$ cat src/rtl/adder_32_pkg.sv
`default_nettype none
// ============================================================================
// Package     : adder_32_pkg
// Description : Shared constants and state encoding for the shared-adder
//               arbiter (operand width, op counter width, FSM states).
// Revision    : 1.0 - initial release
// ============================================================================
package adder_32_pkg;

    localparam int ADD_WIDTH = 32;
    localparam int OP_CNT_W  = 16;

    typedef enum logic [1:0] {
        ST_IDLE = 2'd0,
        ST_EXEC = 2'd1,
        ST_RESP = 2'd2
    } state_e;

endpackage : adder_32_pkg
`default_nettype wire

$ cat src/rtl/adder_32_share_arb_rr.sv
`default_nettype none
// ============================================================================
// Module      : rr_arbiter_n
// Description : Round-robin arbiter. Picks the first asserted request at or
//               after the pointer (circular) and advances the pointer past
//               the winner when the grant is actually consumed.
// Revision    : 1.0 - initial release
// ============================================================================
module rr_arbiter_n #(
    parameter int NUM_REQ = 4,
    parameter int ID_W    = $clog2(NUM_REQ)
) (
    input  logic               clk,
    input  logic               rst_n,
    input  logic [NUM_REQ-1:0] req_i,
    input  logic               advance_i,
    output logic [NUM_REQ-1:0] grant_o,
    output logic [ID_W-1:0]    idx_o,
    output logic               any_o
);

    logic [ID_W-1:0]    ptr_q;
    logic [ID_W-1:0]    ptr_d;
    logic [NUM_REQ-1:0] w_masked;
    logic [ID_W-1:0]    w_hi_idx;
    logic [ID_W-1:0]    w_lo_idx;

    // Lowest request at/above the pointer wins; otherwise wrap to the lowest request overall.
    always_comb begin
        w_masked = '0;
        w_hi_idx = '0;
        w_lo_idx = '0;
        for (int i = 0; i < NUM_REQ; i++) begin
            w_masked[i] = req_i[i] && (ID_W'(i) >= ptr_q);
        end
        for (int i = NUM_REQ - 1; i >= 0; i--) begin
            if (w_masked[i]) w_hi_idx = ID_W'(i);
            if (req_i[i])    w_lo_idx = ID_W'(i);
        end
    end

    assign any_o = |req_i;
    assign idx_o = (|w_masked) ? w_hi_idx : w_lo_idx;

    generate
        for (genvar gi = 0; gi < NUM_REQ; gi++) begin : g_grant
            assign grant_o[gi] = any_o && (idx_o == ID_W'(gi));
        end
    endgenerate

    assign ptr_d = (idx_o == ID_W'(NUM_REQ - 1)) ? '0 : idx_o + 1'b1;

    // Pointer moves only when the grant is consumed, so an unserved winner keeps priority.
    always_ff @(posedge clk or negedge rst_n) begin
        if (!rst_n) begin
            ptr_q <= '0;
        end else if (advance_i) begin
            ptr_q <= ptr_d;
        end
    end

endmodule : rr_arbiter_n
`default_nettype wire

$ cat src/rtl/adder_32_share_arb.sv
`default_nettype none
// ============================================================================
// Module      : adder_32_share_arb
// Description : Time-shares one external combinational adder among NUM_REQ
//               requesters. Round-robin grant, registered operand drive,
//               registered tagged result with valid/ready, op counter.
// Revision    : 1.0 - initial release
// ============================================================================
module adder_32_share_arb
    import adder_32_pkg::*;
#(
    parameter  int NUM_REQ = 4,
    parameter  int WIDTH   = ADD_WIDTH,
    localparam int ID_W    = $clog2(NUM_REQ)
) (
    input  logic                     clk,
    input  logic                     rst_n,
    input  logic [NUM_REQ-1:0]       req_valid_i,
    output logic [NUM_REQ-1:0]       req_ready_o,
    input  logic [NUM_REQ*WIDTH-1:0] req_a_i,
    input  logic [NUM_REQ*WIDTH-1:0] req_b_i,
    input  logic [NUM_REQ-1:0]       req_cin_i,
    output logic [WIDTH-1:0]         add_in1_o,
    output logic [WIDTH-1:0]         add_in2_o,
    output logic                     add_cin_o,
    input  logic [WIDTH-1:0]         add_sum_i,
    input  logic                     add_cout_i,
    output logic                     rsp_valid_o,
    input  logic                     rsp_ready_i,
    output logic [WIDTH-1:0]         rsp_sum_o,
    output logic                     rsp_cout_o,
    output logic [ID_W-1:0]          rsp_id_o,
    output logic [OP_CNT_W-1:0]      op_count_o
);

    state_e               state_q;
    logic [WIDTH-1:0]     add_in1_q;
    logic [WIDTH-1:0]     add_in2_q;
    logic                 add_cin_q;
    logic [ID_W-1:0]      tag_q;
    logic                 rsp_valid_q;
    logic [WIDTH-1:0]     rsp_sum_q;
    logic                 rsp_cout_q;
    logic [ID_W-1:0]      rsp_id_q;
    logic [OP_CNT_W-1:0]  op_count_q;

    logic [WIDTH-1:0]     w_a [NUM_REQ];
    logic [WIDTH-1:0]     w_b [NUM_REQ];
    logic [NUM_REQ-1:0]   w_grant;
    logic [ID_W-1:0]      w_idx;
    logic                 w_any;
    logic                 w_grant_en;
    logic                 w_accept;

    generate
        for (genvar gi = 0; gi < NUM_REQ; gi++) begin : g_unpack
            assign w_a[gi] = req_a_i[gi*WIDTH +: WIDTH];
            assign w_b[gi] = req_b_i[gi*WIDTH +: WIDTH];
        end
    endgenerate

    rr_arbiter_n #(
        .NUM_REQ (NUM_REQ),
        .ID_W    (ID_W)
    ) u_arb (
        .clk       (clk),
        .rst_n     (rst_n),
        .req_i     (req_valid_i),
        .advance_i (w_accept),
        .grant_o   (w_grant),
        .idx_o     (w_idx),
        .any_o     (w_any)
    );

    // A new op may start only when the adder slot is free or is being freed this cycle.
    assign w_grant_en  = (state_q == ST_IDLE) || ((state_q == ST_RESP) && rsp_ready_i);
    assign req_ready_o = w_grant_en ? w_grant : '0;
    assign w_accept    = w_grant_en && w_any;

    // Controller: launch operands, capture the adder result, hold it until consumed.
    always_ff @(posedge clk or negedge rst_n) begin
        if (!rst_n) begin
            state_q     <= ST_IDLE;
            add_in1_q   <= '0;
            add_in2_q   <= '0;
            add_cin_q   <= 1'b0;
            tag_q       <= '0;
            rsp_valid_q <= 1'b0;
            rsp_sum_q   <= '0;
            rsp_cout_q  <= 1'b0;
            rsp_id_q    <= '0;
            op_count_q  <= '0;
        end else begin
            case (state_q)
                ST_IDLE: begin
                    if (w_accept) begin
                        add_in1_q <= w_a[w_idx];
                        add_in2_q <= w_b[w_idx];
                        add_cin_q <= req_cin_i[w_idx];
                        tag_q     <= w_idx;
                        state_q   <= ST_EXEC;
                    end
                end
                ST_EXEC: begin
                    rsp_sum_q   <= add_sum_i;
                    rsp_cout_q  <= add_cout_i;
                    rsp_id_q    <= tag_q;
                    rsp_valid_q <= 1'b1;
                    state_q     <= ST_RESP;
                end
                ST_RESP: begin
                    if (rsp_ready_i) begin
                        rsp_valid_q <= 1'b0;
                        op_count_q  <= op_count_q + 1'b1;
                        if (w_accept) begin
                            add_in1_q <= w_a[w_idx];
                            add_in2_q <= w_b[w_idx];
                            add_cin_q <= req_cin_i[w_idx];
                            tag_q     <= w_idx;
                            state_q   <= ST_EXEC;
                        end else begin
                            state_q   <= ST_IDLE;
                        end
                    end
                end
                default: begin
                    state_q <= ST_IDLE;
                end
            endcase
        end
    end

    assign add_in1_o   = add_in1_q;
    assign add_in2_o   = add_in2_q;
    assign add_cin_o   = add_cin_q;
    assign rsp_valid_o = rsp_valid_q;
    assign rsp_sum_o   = rsp_sum_q;
    assign rsp_cout_o  = rsp_cout_q;
    assign rsp_id_o    = rsp_id_q;
    assign op_count_o  = op_count_q;

endmodule : adder_32_share_arb
`default_nettype wire

$ cat config.mk
export PLATFORM = sky130hd
export DESIGN_NAME = adder_32_share_arb
export DESIGN_NICKNAME = d
export VERILOG_FILES = /design/src/rtl/adder_32_pkg.sv /design/src/rtl/adder_32_share_arb_rr.sv /design/src/rtl/adder_32_share_arb.sv
export SDC_FILE = /design/constraint.sdc
export NUM_CORES = 1
export LEC_CHECK = 0
export ABC_AREA = 1
export BUFFER_PORTS_ARGS = -buffer_cell sky130_fd_sc_hd__buf_2
export CORE_AREA = 2 2 163 165
export CTS_CLUSTER_SIZE = 24
export DETAILED_ROUTE_END_ITERATION = 7
export DIE_AREA = 0 0 165 167
export PLACE_DENSITY = 0.56
export SLEW_MARGIN = 20
export SYNTH_ARGS = -nofsm -noshare
export SYNTH_HDL_FRONTEND = slang
export SYNTH_SLANG_ARGS = --single-unit
export TNS_END_PERCENT = 20
$ cat constraint.sdc
create_clock -name clk -period 1.8 [get_ports clk]
set_input_delay 0.27 -clock clk [delete_from_list [all_inputs] [get_ports clk]]
set_output_delay 0.27 -clock clk [all_outputs]
set_load 0.005 [all_outputs]
==> metrics.md <==
| Metric | Value |
|---|---|
| Cell Rows | `59` |
| Reg-to-Reg Start | `u_arb.ptr_q[1]` |
| Clock transition at path regs | `0.07 ns` |
| Final Skew | `0.0118 ns` |
| CTS Buf Count | `17` |
| Leakage | `between 6 and 7 nW` |
| Gpl congestion | `just over 0.9` |
| Smallest setup slack after layout | `-0.298 ns` |
| DRC | `0` |
| CTS tree | `built` |
| Worst setup SP type | `flop` |
| Mapped Nets | `approximately 1400` |
| Yosys top cell area share | `approximately 41%` |
| Switching share of power | `a little over two fifths` |
| Synth Area in Simple Gates | `roughly 37%` |
| Mapped cell area | `roughly 0.0075 mm²` |
| Max-Slew Margin vs Limit | `between 50% and 60%` |
| Synth Instances | `about 1100` |
| Nets | `1851` |
| Ys flop type | `dfrtp_1` |
| Least-Margin Pin Slew | `just over 0.6 ns` |
| Vias per std cell | `approximately 4.5` |
| Initial DRC count | `485` |
| Adder-cell share of the synthesized area | `less than 1%` |
| PortBufs | `420` |
| Min-Delay Startpoint | `add_sum_i[15]` |
| Final Hold Vio Count | `0` |
| Multiplexer share of the synthesized area | `0%` |
| CP Class | `flop to primary output` |
| Post-layout util | `between 40% and 50%` |
| Worst R2R Setup Slack | `-0.14 ns` |
| CP Buf/Inv Count | `3` |
| Post-synthesis xor/xnor area fraction | `1.74%` |
| Critical Path Fanout Max | `4` |
| Post-DP Area | `about 0.010 mm²` |
| Sink Count | `around 120` |
| Dpl ws | `-0.128 ns` |
| Via count | `8621` |
| Pwr dens | `1620 mW/mm²` |
| Ports | `between 400 and 500` |
| P&R area growth vs syn | `50.9%` |
| Clk Latency, worst-skew pair | `around 0.42 ns` |
| Synth warnings | `0` |
| Clock Tree Buf Depth | `2` |
| Minimum clock period | `~2.1 ns` |
| Root Buffer | `clkbuf_16` |
| Final setup viols | `37` |
| Final ANT Viol Nets | `0` |
| Worst stage delay on the critical path | `0.44 ns` |
| Total grt overflow | `0` |
| Asr flop ratio synth | `between 90% and 100%` |
| Unrepaired setup endpoints after global routing | `yes` |
| # fillers | `around 2700` |
| H-tree Lvls | `4` |
| Psw | `7.74 mW` |
| Synth top area cells | `dfrtp_1, nand2_1, nand3_1` |
| Crit path DAT | `around 1.8 ns` |
| Largest family of logic cells by synthesized area | `simple AND/OR/NAND/NOR gates` |
| Die area | `between 0.02 and 0.03 mm²` |
| Crit path max-delay family | `flip-flops` |
| Reg power frac | `between 20% and 30%` |
| Die height | `~170 µm` |
| Failing checks | `negative setup slack` |
| F_max | `around 480 MHz` |
| Die W | `roughly 170 µm` |
| Max-slew violations | `0` |
| Outcome | `finished with violations` |
| Hold Path Depth | `3` |
| Dpl cells | `between 1500 and 2000` |
| Seq/Total Area, Yosys | `between 40 and 50%` |
| Final worst path period share | `117%` |
| Starting Density | `29.3%` |
| Vias in the first global route | `between 8000 and 9000` |
| Final std cells w/o fill | `roughly 1900` |
| MaxCap Viol Count | `0` |
| Crit. End Element | `primary output` |
| First-pass DRT Iterations | `4` |
| Layout cell share with drive strength beyond 1 | `between 30 and 40%` |
| Hold slack final | `approximately 0.055 ns` |
| Worst EP required | `1.53 ns` |
| Final wirelength | `between 20000 and 30000 µm` |
| Worst-case reg-to-reg path depth | `11` |
| Fin Setup TNS | `-2.76 ns` |
| Final Cell Area | `0.0114 mm²` |
| Worst R2R End | `add_in2_o[0]` |
| Synth top cells by count | `nand2_1, inv_1, nand3_1` |
| Yosys cell types | `31` |
| Avg Inst Size Synth | `6.83 µm²` |
| First-pass GRT wire length | `between 40000 and 50000 µm` |
| Number of synthesized flops with an enable pin | `0` |
| DR WL/cell | `15.2 µm` |
| CP Cell Sequence | `nand2_2 > a21oi_2 > nand2_1 > nand2_4 > buf_8 > ha_4 > inv_2 > nor2_2 > buf_2` |
| VDD IR max | `0.712 mV` |
| GRT Total Usage | `a little over a fifth` |
| Clk pwr share | `18.6%` |
| Post-synthesis compound-gate area fraction | `between 5 and 6%` |
| Initial antenna violation count | `3` |
| Gate power share | `54.9%` |
| DP HPWL | `21400 µm` |
| Largest net degree at the start of global routing | `45` |
| Design Power | `approximately 18 mW` |
| Worst hold path type | `primary input to flop` |
| Pint | `10.7 mW` |
| Slowest CP cell | `dfrtp_2` |
| Core area | `0.0258 mm²` |
| Most frequently used cell type in the post-synthesis netlist | `nand2_1` |
| Post-synth top area cell | `dfrtp_1` |
| Yosys reg bits | `between 100 and 150` |
| Hold Crit Endpoint | `rsp_sum_o[15]` |
## power by group through the flow
stage | Combinational [mW] | Sequential [mW] | Clock (mW)
floorplan | 5.07 | 4.88 | 0
global placement | 8.85 | 4.85 | 0
detailed placement | 8.96 | 4.86 | 0
CTS | 9.85 | 4.86 | 3.54
global route | 11.3 | 5.03 | 3.67
finish | 10.1 | 4.87 | 3.43
## cells by family (layout without fill, tap and decap cells)
group | after synthesis | in the layout
adders and majority gates | 5 | 5
buffers and inverters | 258 | 713
DFF | 123 | 123
and+or+nand+nor | 649 | 649
xor gates and xnor gates | 15 | 15
AOI/OAI and AO/OA | 54 | 54
other | 0 | 3
## layout by cell type (no fill, tap or decap), drive strengths merged, types with 7 or more instances in the layout
cell type / netlist / routed
buf: 33 / 481
nand2: 400 / 400
inv: 197 / 199
nand3: 182 / 182
dfrtp: 123 / 123
or2: 44 / 44
o211ai: 43 / 43
clkbuf: 28 / 21
nor2: 18 / 18
xor2: 8 / 8
clkinv: 0 / 8
xnor2: 7 / 7
## per-layer routing
layer	vias up	global-route usage (%)	wire [µm]
li1	4268	-	-
met1	3969	26.2	12100
met2	338	34.9	14200
met3	46	4.36	1730
met4	0	7.83	797
met5	-	0	0
## flip-flops by register name (all words and copies together) (netlist names)
name,cells
add_cin_o,1
add_in1_o,32
add_in2_o,32
op_count_o,16
rsp_cout_o,1
rsp_id_o,2
rsp_sum_o,32
rsp_valid_o,1
state_q,2
tag_q,2
u_arb.ptr_q,2
## worst reg2reg max path, stage by stage, from the launching register on
cell and delay [ns]:
dfrtp_2 0.44, nand2_2 0.08, a21oi_2 0.16, nand3_2 0.16, nand2_8 0.12, buf_4 0.24
buf_12 0.19, nand2_1 0.07, nand3_1 0.19, nand2_1 0.09, nand2_1 0.06, nand2_1 0.04
## how the worst max path moves through the flow
stage	to	slack (ns)	startpoint	cells after the start
floorplan	req_ready_o[3]	0.004	u_arb.ptr_q[1]	10
global placement	req_ready_o[1]	-0.08	u_arb.ptr_q[1]	8
detailed placement	req_ready_o[3]	-0.13	u_arb.ptr_q[1]	8
CTS	req_ready_o[0]	-0.36	u_arb.ptr_q[1]	9
global route	req_ready_o[2]	-0.42	u_arb.ptr_q[1]	9
finish	req_ready_o[1]	-0.30	u_arb.ptr_q[1]	9
## what timing repair did
item,in CTS,in global routing
resized for setup,25,29
cloned,5,2
setup buffers,13,4
setup endpoints to repair,49,74
hold endpoints to repair,35,0
pin swaps,12,14
hold buffers,1,0
## final cells by class
type	instances	area, µm²	area share, %
repair buffers	484	3000	26.4
multi-input cells	723	3540	31.2
clock buffers	19	433	3.81
flip-flops and latches	123	3080	27.1
diodes	3	7.51	0.0660
well taps	335	419	3.68
inverters	197	744	6.54
clock inverters	13	144	1.26
No activity file was read; power rests on OpenSTA's default activity.
